===== config.mk =====
export PLATFORM = sky130hd
export DESIGN_NAME = maxnet_controller
export DESIGN_NICKNAME = d
export VERILOG_FILES = /design/src/rtl/maxnet_controller.sv
export SDC_FILE = /design/constraint.sdc
export NUM_CORES = 1
export LEC_CHECK = 0
export ABC_CLOCK_PERIOD_IN_PS = 2300
export CELL_PAD_IN_SITES_DETAIL_PLACEMENT = 1
export CELL_PAD_IN_SITES_GLOBAL_PLACEMENT = 1
export CORE_ASPECT_RATIO = 1.4
export CORE_MARGIN = 2
export CORE_UTILIZATION = 30
export CTS_BUF_LIST = sky130_fd_sc_hd__clkbuf_8
export DETAILED_ROUTE_END_ITERATION = 6
export PLACE_DENSITY_LB_ADDON = 0.1
export REMOVE_ABC_BUFFERS = 1
export SYNTH_ARGS = -nofsm -noshare
export SYNTH_HDL_FRONTEND = slang
export SYNTH_SLANG_ARGS = --single-unit

===== constraint.sdc =====
create_clock -name clk -period 2.3 [get_ports clk]
set_input_delay 0.345 -clock clk [delete_from_list [all_inputs] [get_ports clk]]
set_output_delay 0.345 -clock clk [all_outputs]
set_load 0.02 [all_outputs]

===== src/rtl/maxnet_controller.sv =====
// rtl/maxnet_controller.sv - sequencing FSM for the N-input float32 Maxnet datapath
// Loads candidates, iterates inhibition until one survivor, none, or the iteration limit.
module maxnet_controller #(
    parameter int N        = 4,
    parameter int FP_LAT   = 3,
    parameter int MAX_ITER = 16
) (
    input  logic                          clk,
    input  logic                          rst_n,
    input  logic                          start,
    input  logic [N-1:0]                  active,
    output logic                          ld_in,
    output logic                          calc_en,
    output logic                          wr_en,
    output logic                          busy,
    output logic                          done,
    output logic [$clog2(N)-1:0]          winner,
    output logic                          winner_valid,
    output logic                          timeout,
    output logic [$clog2(MAX_ITER+1)-1:0] iter_cnt
);
    localparam int WW  = $clog2(N);
    localparam int IW  = $clog2(MAX_ITER + 1);
    localparam int PW  = $clog2(N + 1);
    localparam int WCW = (FP_LAT > 1) ? $clog2(FP_LAT) : 1;
    localparam logic [IW-1:0] ITER_MAX = IW'(MAX_ITER);

    typedef enum logic [2:0] {
        S_IDLE,
        S_LOAD,
        S_CHECK,
        S_CALC,
        S_WAIT,
        S_COMMIT,
        S_DONE
    } state_t;

    state_t         state;
    logic [WCW-1:0] wait_cnt;
    logic [PW-1:0]  pop;
    logic [WW-1:0]  idx;

    // Survivor count and index of the lowest surviving neuron (unique when pop == 1).
    always_comb begin
        pop = '0;
        idx = '0;
        for (int i = N - 1; i >= 0; i--) begin
            if (active[i]) begin
                pop = pop + PW'(1);
                idx = WW'(i);
            end
        end
    end

    // Outputs are registered together with the state they belong to.
    always_ff @(posedge clk or negedge rst_n) begin
        if (!rst_n) begin
            state        <= S_IDLE;
            wait_cnt     <= '0;
            ld_in        <= 1'b0;
            calc_en      <= 1'b0;
            wr_en        <= 1'b0;
            busy         <= 1'b0;
            done         <= 1'b0;
            winner       <= '0;
            winner_valid <= 1'b0;
            timeout      <= 1'b0;
            iter_cnt     <= '0;
        end else begin
            ld_in   <= 1'b0;
            calc_en <= 1'b0;
            wr_en   <= 1'b0;
            done    <= 1'b0;
            case (state)
                S_IDLE: begin
                    if (start) begin
                        state        <= S_LOAD;
                        ld_in        <= 1'b1;
                        busy         <= 1'b1;
                        iter_cnt     <= '0;
                        winner       <= '0;
                        winner_valid <= 1'b0;
                        timeout      <= 1'b0;
                    end
                end
                S_LOAD: begin
                    state <= S_CHECK;
                end
                S_CHECK: begin
                    if (pop == PW'(1)) begin
                        winner       <= idx;
                        winner_valid <= 1'b1;
                        state        <= S_DONE;
                        done         <= 1'b1;
                    end else if (pop == '0) begin
                        winner_valid <= 1'b0;
                        state        <= S_DONE;
                        done         <= 1'b1;
                    end else if (iter_cnt == ITER_MAX) begin
                        timeout <= 1'b1;
                        state   <= S_DONE;
                        done    <= 1'b1;
                    end else begin
                        state   <= S_CALC;
                        calc_en <= 1'b1;
                    end
                end
                S_CALC: begin
                    wait_cnt <= WCW'(FP_LAT - 1);
                    if (FP_LAT == 1) begin
                        state <= S_COMMIT;
                        wr_en <= 1'b1;
                    end else begin
                        state <= S_WAIT;
                    end
                end
                S_WAIT: begin
                    wait_cnt <= wait_cnt - WCW'(1);
                    if (wait_cnt == WCW'(1)) begin
                        state <= S_COMMIT;
                        wr_en <= 1'b1;
                    end
                end
                S_COMMIT: begin
                    if (iter_cnt != ITER_MAX) begin
                        iter_cnt <= iter_cnt + IW'(1);
                    end
                    state <= S_CHECK;
                end
                S_DONE: begin
                    state <= S_IDLE;
                    busy  <= 1'b0;
                end
                default: begin
                    state <= S_IDLE;
                    busy  <= 1'b0;
                end
            endcase
        end
    end
endmodule

# After elaboration in Yosys (flattened, before gate mapping)
# Index checks and enable logic that the tools add are counted.
[op_classes] add_sub_neg=5 eq_ne=17 mux=43 n_bitwise=1 n_reduce_logical=13
[ops] cell="$mux 3" count=8
[ops] cell="$mux 1" count=20
[ops] cell="$pmux 3 s5" count=1
[ops] cell="$ne 2x2->1 const B" count=7
[ops] cell="$mux 2" count=6
[ops] cell="$mux 5" count=2
[ops] cell="$pmux 5 s2" count=1
[ops] cell="$add 3x1->3 const B" count=3
[ops] cell="$reduce_and 3->1" count=3
[ops] cell="$pmux 2 s2" count=2
[ops] cell="$eq 3x1->1 const B" count=2
[ops] cell="$eq 3x2->1 const B" count=2
[ops] cell="$eq 3x3->1 const B" count=2
[ops] cell="$logic_not 3->1" count=2
[ops] cell="$pmux 1 s2" count=3
[ops] cell="$reduce_bool 2->1" count=3
[ops] cell="$add 5x1->5 const B" count=1
[ops] cell="$eq 5x5->1 const B" count=1
[ops] cell="$ne 5x5->1 const B" count=1
[ops] cell="$reduce_and 5->1" count=1
[ops] cell="$reduce_or 5->1" count=1
[ops] cell="$reduce_and 2->1" count=2
[ops] cell="$ne 3x3->1 const B" count=1
[ops] cell="$eq 2x1->1 const B" count=1
[ops] cell="other kinds (3)" count=3
[word_totals] regBits=19 in_bits=7 output_inout_bits=14 wordCells=90

# Depth between registers and ports, before layout
# Gate-level depths: netlist (run 1).
[depth] depth_word=11 ltp_mapped=9 ltp_nobuf=9

# Least setup slack after synthesis (run 1)
# OpenSTA, ideal clock, no wires.
[synth_path] path_kind="input to register" start="input active[2]" end="register winner[0]" setup_ns=0.079 t_arrival_ns=1.970 required_ns=2.221 slack_ns=0.251 cell_stages=9 n_path_buf=0 path_cell_list="inv_1 > ha_1 > nor2b_4 > or2_2 > ha_1 > nand2b_1 > o22ai_1 > o2111a_2 > mux2i_1"
[synth_via] elab_chain_len=8 word_cells_on_any_way=13 cone_classes="add/sub: 2; eq/ne: 2; mux: 8; reduce/logical: 1"
[synth_lines] item="start: declaration" line="11" rtl="input logic [N-1:0] active,"
[synth_lines] item="$mux 3" line="48" rtl="if (active[i]) begin"
[synth_lines] item="$add 3x1->3" line="49" rtl="pop = pop + PW'(1);"
[synth_lines] item="$mux 3" line="48"
[synth_lines] item="$add 3x1->3" line="49"
[synth_lines] item="$mux 3" line="48"
[synth_lines] item="$eq 3x1->1" line="90" rtl="if (pop == PW'(1)) begin"
[synth_lines] item="$ne 2x2->1 (no source line)"
[synth_lines] item="$reduce_and 3->1 (no source line)"
[synth_lines] item="end signal: assignment" line="91" rtl="winner <= idx;"
[synth_lines] item="end: declaration" line="17" rtl="output logic [$clog2(N)-1:0] winner,"
# Parallel ways exist; a longest one is shown, timed or not. The select of a mux whose other input is x is not followed.
# A chain may end at the register's enable or synchronous reset.

# Final worst setup path (run 1)
[layout_path] start="input active[1]" end="register winner[1]"
[layout_via] elab_chain_len=6 word_cells_on_any_way=10 cone_classes="add/sub: 1; eq/ne: 2; mux: 6; reduce/logical: 1"
[layout_lines] item="$mux 3" line="48"
[layout_lines] item="$add 3x1->3" line="49"
[layout_lines] item="$mux 3" line="48"
[layout_lines] item="$eq 3x1->1" line="90"
[layout_lines] item="$ne 2x2->1 (no source line)"
[layout_lines] item="$reduce_and 3->1 (no source line)"
# Parallel ways exist; a longest one is shown, timed or not. The select of a mux whose other input is x is not followed.

==> flow_summary.yaml, run 1 <==
place:
  port_buffers: 20
  dp_hpwl_um: 2024
  dp.cells: 174
  routabilityCongestion: 0.6947
timing:
  rsz0062_at_grt: "false"
  finalCriticalPeriod_ns: 2.160
  slew_viol_final: 0
  clock.fmax_mhz: 463.0
  worst_pin_slew_ns: 0.4344
  worst_hold_slack_ns: 0.4250
  setup_viol: 0
  hold_viol: 0
  slew_headroom_pct: 70.95
  worst_clock_skew_ns: 0.005785
  fin_crit_sh_pct: 93.91
power:
  switching_share_pct: 38.77
  irDropWorstVdd_mv: 0.4071
  seq_power_share_pct: 40.9
  p_sw_uw: 508.4
  combinationalPowerShare_pct: 40.9
  leakage_uw: 0.0006695
  internal_power_uw: 802.9
  p_clk_share_pct: 18.2
  pwr_density_cell_nw_per_um2: 890.4
worst_setup_path:
  required_ns: 2.48
  critPathCaptureType: "flop"
  r2r-end: "winner[1]$_DFFE_PN0P_"
  critical_path.startpoint: "active[1]"
  critPathKind: "primary input to flop"
  r2r_start: "state[1]$_DFFE_PN0P_"
  worstPathArrival_ns: 2.34
  start_kind: "primary input"
  r2r_slack_ns: 0.75
  r2r_cells: 3
  path_max_fanout: 3
floorplanning:
  io_pins: 21
  start_util_pct: 30.94
  die_x_um: 55.35
  die_h_um: 75.89
  fp-row-count: 26
  core_area_sq_um: 3578
  die_area_sq_um: 4200
flow_run:
  cap_violations: 0
logic_synthesis:
  synthCells: 108
  ys_top_cells_by_area: "dfrtp_1 (43%), ha_1 (9.0%), nor2_1 (4.4%)"
  syn_avg_cell_area_sq_um: 10.25
  synth.top_cell.area_share_pct: 42.94
  async_reset_ff_share_pct: 100.0
  synth_commonest_cells: "dfrtp_1 (19), nor2_1 (13), ha_1 (8), nand2_1 (8), inv_1 (7)"
  syn-cell-area_sq_um: 1107
  synth.most_common_cell: "dfrtp_1"
  ys_seq_elements: 19
  synthFlopType: "dfrtp_1"
  yosysTopAreaCell: "dfrtp_1"
  synth_seq_area_share_pct: 42.94
  synth_cell_types: 41
  synth-edff-count: 0
  synth-warning-count: 0
clocking:
  root_buffer: "clkbuf_8"
  cts_tree: "done"
  clkSinkCount: 19
  insertion_delay_ns: 0.26
  numCtsBuffers: 3
  htreeDepth: 1
  clk_pin_slew_ns: 0.07
  clock_path_buffers: 2
  cts_hold_buf: 0
cells_and_area:
  fin_cells: 179
  antenna_cells: 0
  seqCellArea_sq_um: 475.5
  multi_input_area_sq_um: 603.1
  fin_nets: 153
  fillers: 419
  drive_gt1_share_pct: 21.17
  area_delta_synth_final_pct: 32.99
drt:
  drc: 0
  drt_iter0_drc: 3
  detail-route-antenna-nets: 0
  post_drt_via_cell_ratio: 4.849
  wl_um: 2603
  vias: 868
  first_pass_iters: 2
  wl_per_cell_um: 14.54
grt:
  grt_pass1_wl_um: 4443
  grt_usage_pct: 14.04
  grt_overflow_total: 0
  grt_max_degree: 20
  antenna_found_initial: 0
  grt_pass1_vias: 923
min_path:
  hp-class: "primary input to asynchronous set/reset pin"
run_status:
  status: "finished clean"
## flip-flops by register name, indices dropped and copies added, names as in the netlist
register / count
timeout: 1
calc_en: 1
wait_cnt: 2
wr_en: 1
winner: 2
iter_cnt: 5
ld_in: 1
done: 1
winner_valid: 1
busy: 1
state: 3
## critical path, stage by stage
cell and delay (ns):
clkdlybuf4s50_1 0.45, nor2b_4 0.15, or2_2 0.29, ha_1 0.30, nand3b_1 0.21, o311ai_2 0.11
o2111a_2 0.30, mux2i_1 0.19
## worst max-delay path by stage
stage          depth (start not counted)  slack, ns                    end
2_1_floorplan                          9       0.25  winner[0]$_DFFE_PN0P_
3_3_place_gp                           9      -0.29  winner[1]$_DFFE_PN0P_
3_5_place_dp                           9      -0.39  winner[1]$_DFFE_PN0P_
4_1_cts                                8       0.14  winner[1]$_DFFE_PN0P_
5_1_grt                                8       0.02  winner[1]$_DFFE_PN0P_
6_report                               8       0.14  winner[1]$_DFFE_PN0P_
## routing by layer
| layer | wire (um) | track usage (%) | up-vias | share of wire [%] |
|---|---|---|---|---|
| met3 | 72 | 1.358 | 4 | 2.8 |
| met5 | 0 | 0 | - | 0 |
| met2 | 1483 | 28.44 | 16 | 57 |
| met4 | 57 | 8.130 | 0 | 2.2 |
| met1 | 990 | 13.97 | 419 | 38 |
| li1 | - | - | 429 | - |
## cell type report
class	count	area share [%]
sequential	19	32.29
multi-input combinational	77	40.95
inverter	8	2.039
clock inverter	1	0.3398
timing repair buffer	29	18.01
clock buffer	3	2.804
tap	42	3.568
## cells in the final DEF, fill, tap and decap left out, types with 2 or more instances in the layout
cell type / Yosys / layout
inv_2: 1 / 2
nand2_1: 8 / 8
xnor2_1: 2 / 2
nand2b_1: 3 / 2
dfrtp_1: 19 / 19
nor2_1: 13 / 13
dlygate4sd2_1: 0 / 2
mux2i_1: 2 / 2
clkbuf_8: 0 / 3
o21ai_1: 3 / 3
nand3b_1: 2 / 2
buf_4: 1 / 9
inv_1: 7 / 6
xor2_1: 3 / 3
clkdlybuf4s50_1: 0 / 18
nand3_1: 4 / 4
and2_1: 2 / 2
a21oi_1: 3 / 3
ha_1: 8 / 6
## stage by stage
step           total power [uW]  instance area (sq um)  setup WS (ns)  TNS, ns  utilization (%)
2_1_floorplan             845.0                   1072         0.2508        0                -
3_3_place_gp               1059                   1385        -0.2901   -1.648            38.71
3_5_place_dp               1081                   1385        -0.3851   -2.266            38.71
4_1_cts                    1334                   1473         0.1366        0            41.15
5_1_grt                    1423                   1473        0.02209        0            41.15
6_report                   1311                   1473         0.1400        0            41.15
## timing repair
action | CTS | global route
resized for setup | 10 | 0
setup buffers | 1 | 0
endpoints found under the setup margin | 4 | 0
## power by group through the flow
stage          clock, uW  combinational (uW)  sequential (uW)
2_1_floorplan          0                 267              579
3_3_place_gp           0                 519              541
3_5_place_dp           0                 534              547
4_1_cts              245                 549              540
5_1_grt              263                 605              555
6_report             238                 537              536
## kinds of logic (layout without fill, tap and decap cells)
kind of cell | after synthesis | in the layout | synth area share (%)
AOI/OAI and AO/OA | 18 | 18 | 13.11
xor gates and xnor gates | 6 | 6 | 5.425
adders and majority gates | 8 | 8 | 9.040
buffers and inverters | 12 | 41 | 5.875
DFF | 19 | 19 | 42.94
muxes | 2 | 2 | 1.808
and+or+nand+nor | 43 | 43 | 21.81
Power figures use the tool's default switching activity.
==> run 2, diff against run 1 <==
--- a/config.mk
+++ b/config.mk
@@ -6,6 +6,7 @@
 export NUM_CORES = 1
 export LEC_CHECK = 0
 export ABC_CLOCK_PERIOD_IN_PS = 2300
+export CAP_MARGIN = 30
 export CELL_PAD_IN_SITES_DETAIL_PLACEMENT = 1
 export CELL_PAD_IN_SITES_GLOBAL_PLACEMENT = 1
 export CORE_ASPECT_RATIO = 1.4
==> constraint.sdc (replaced) <==
create_clock -name clk -period 2.3 [get_ports clk]
set_input_delay 0.345 -clock clk [delete_from_list [all_inputs] [get_ports clk]]
set_output_delay 0.345 -clock clk [all_outputs]
set_load 0.05 [all_outputs]
==> results of run 2 <==
Same layout as run 1 (identical final DEF). Status: finished clean.
Main changes from that run: total power 1311 uW -> 1429 uW; worst IR drop on VDD 0.4071 mV -> 0.4866 mV
==> run 3, diff against run 2 <==
--- a/config.mk
+++ b/config.mk
@@ -11,7 +11,7 @@
 export CELL_PAD_IN_SITES_GLOBAL_PLACEMENT = 1
 export CORE_ASPECT_RATIO = 1.4
 export CORE_MARGIN = 2
-export CORE_UTILIZATION = 30
+export CORE_UTILIZATION = 44
 export CTS_BUF_LIST = sky130_fd_sc_hd__clkbuf_8
 export DETAILED_ROUTE_END_ITERATION = 6
 export PLACE_DENSITY_LB_ADDON = 0.1
@@ -19,3 +19,4 @@
 export SYNTH_ARGS = -nofsm -noshare
 export SYNTH_HDL_FRONTEND = slang
 export SYNTH_SLANG_ARGS = --single-unit
+export TNS_END_PERCENT = 30
==> flow_summary.yaml, run 3 (synthesized netlist as in run 1, its figures left out) <==
place:
  dp_worst_setup_slack_ns: -0.3680
  port_buffers: 20
  routabilityCongestion: 0.7226
  dp.cells: 165
  dp_hpwl_um: 1975
  postPlaceCellArea_sq_um: 1368
clocking:
  htreeDepth: 1
  root_buffer: "clkbuf_8"
  clk_pin_slew_ns: 0.07
  insertion_delay_ns: 0.25
  post_cts_buffers: 0
  cts_tree: "done"
  numCtsBuffers: 3
  clock_path_buffers: 2
  clkSinkCount: 19
run_status:
  status: "finished clean"
drt:
  vias: 890
  wl_per_cell_um: 15.58
  drt_iter0_drc: 11
  first_pass_iters: 4
  post_drt_via_cell_ratio: 5.266
  drc: 0
  wl_um: 2633
  detail-route-antenna-nets: 0
floorplanning:
  die_h_um: 63.36
  die_area_sq_um: 2939
  io_pins: 21
  start_util_pct: 46.31
  die_x_um: 46.40
  core_area_sq_um: 2391
  fp-row-count: 21
min_path:
  hp-class: "primary input to asynchronous set/reset pin"
timing:
  fin_crit_sh_pct: 91.81
  slew_headroom_pct: 66.08
  rsz0062_at_grt: "false"
  slew_viol_final: 0
  hold_viol: 0
  worst_pin_slew_ns: 0.5072
  clock.fmax_mhz: 473.6
  setup_viol: 0
  worst_clock_skew_ns: 0.004732
  finalCriticalPeriod_ns: 2.112
  fin_tns_setup_ns: 0
  setup_slack_ns: 0.1884
cells_and_area:
  fillers: 270
  final_cell_mix: "dfrtp_1 (19), clkdlybuf4s50_1 (17), nor2_1 (13)"
  layout_commonest_cell: "dfrtp_1"
  fin_cells: 169
  fin_nets: 151
  finalInstanceArea_sq_um: 1454
  largest_register_ffs: 5
  drive_gt1_share_pct: 20.74
  top_regs: "iter_cnt (5), state (3)"
  antenna_cells: 0
  area_delta_synth_final_pct: 31.30
  largest_register: "iter_cnt"
worst_setup_path:
  r2r_slack_ns: 0.77
  critPathKind: "primary input to flop"
  start_kind: "primary input"
  path_max_fanout: 3
  r2r-end: "winner[0]$_DFFE_PN0P_"
  critPathCaptureType: "flop"
  r2r_start: "state[1]$_DFFE_PN0P_"
  required_ns: 2.48
  r2r_cells: 3
  worstPathArrival_ns: 2.29
grt:
  grt_overflow_total: 0
  grt_pass1_vias: 992
  antenna_found_initial: 0
  grt_pass1_wl_um: 4512
  grt_usage_pct: 21.09
  grt_max_degree: 20
power:
  irDropWorstVdd_mv: 0.4884
  leakage_uw: 0.0006753
  pwr_density_cell_nw_per_um2: 986.1
flow_run:
  cap_violations: 0
[run 3: cell count changes in the layout (fill, tap and decap cells not counted)]
cell	change
dlymetal6s2s_1	+2
buf_4	-2
inv_1	-1
clkdlybuf4s50_1	-1
dlygate4sd2_1	-1
inv_2	+1
[run 3: worst max-delay path by stage]
stage | to | start | cells after the start
finish | winner[0]$_DFFE_PN0P_ | active[3] | 9
global placement | winner[0]$_DFFE_PN0P_ | active[2] | 10
global route | winner[0]$_DFFE_PN0P_ | active[3] | 9
detailed placement | winner[0]$_DFFE_PN0P_ | active[3] | 10
floorplan | winner[0]$_DFFE_PN0P_ | active[2] | 9
CTS | winner[1]$_DFFE_PN0P_ | active[2] | 9
[run 3: per-layer routing]
| layer | part of all wire (%) | global-route usage (%) |
|---|---|---|
| met3 | 2.1 | 2.292 |
| met4 | 2.4 | 8.571 |
| met1 | 36 | 21.74 |
| met2 | 59 | 39.58 |
| met5 | 0 | 0 |
[run 3: cell type report]
| cell class | count | area [sq um] | share of cell area [%] |
|---|---|---|---|
| inverters | 8 | 30.03 | 2.065 |
| clock buffers | 3 | 41.29 | 2.840 |
| multi-input cells | 77 | 603.1 | 41.48 |
| clock inverters | 1 | 5.005 | 0.3442 |
| flip-flops and latches | 19 | 475.5 | 32.70 |
| repair buffers | 27 | 256.5 | 17.64 |
| well taps | 34 | 42.54 | 2.926 |
[run 3: timing repair]
| item | in CTS | in global routing |
|---|---|---|
| pin swaps | 1 | 2 |
| setup endpoints to repair | 7 | 5 |
| hold buffers | 0 | 0 |
| gates resized for setup | 9 | 3 |
[run 3: stage by stage]
step / hold WS (ns) / util [%] / total power [uW]
floorplan: 0.04941 / - / 961.1
CTS: 0.4376 / 60.28 / 1444
global route: 0.4515 / 60.81 / 1536
detailed placement: 0.4984 / 57.20 / 1204
global placement: 0.4864 / 57.20 / 1168
finish: 0.4345 / 60.81 / 1434
[run 3: worst max-delay path, stage by stage]
cell and delay, ns:
dlygate4sd2_1 0.27, ha_2 0.19, nor2b_1 0.14, or2_2 0.28, ha_1 0.29, nand3b_1 0.18, o311ai_2 0.11, o2111a_2 0.29
mux2i_1 0.18
[run 3: where the power goes]
| part | switching [uW] | total [uW] | internal, uW |
|---|---|---|---|
| clock | 110 | 230 | 120 |
| combinational | 405 | 667 | 262 |
| sequential | 113 | 536 | 423 |
| total | 628 | 1430 | 806 |
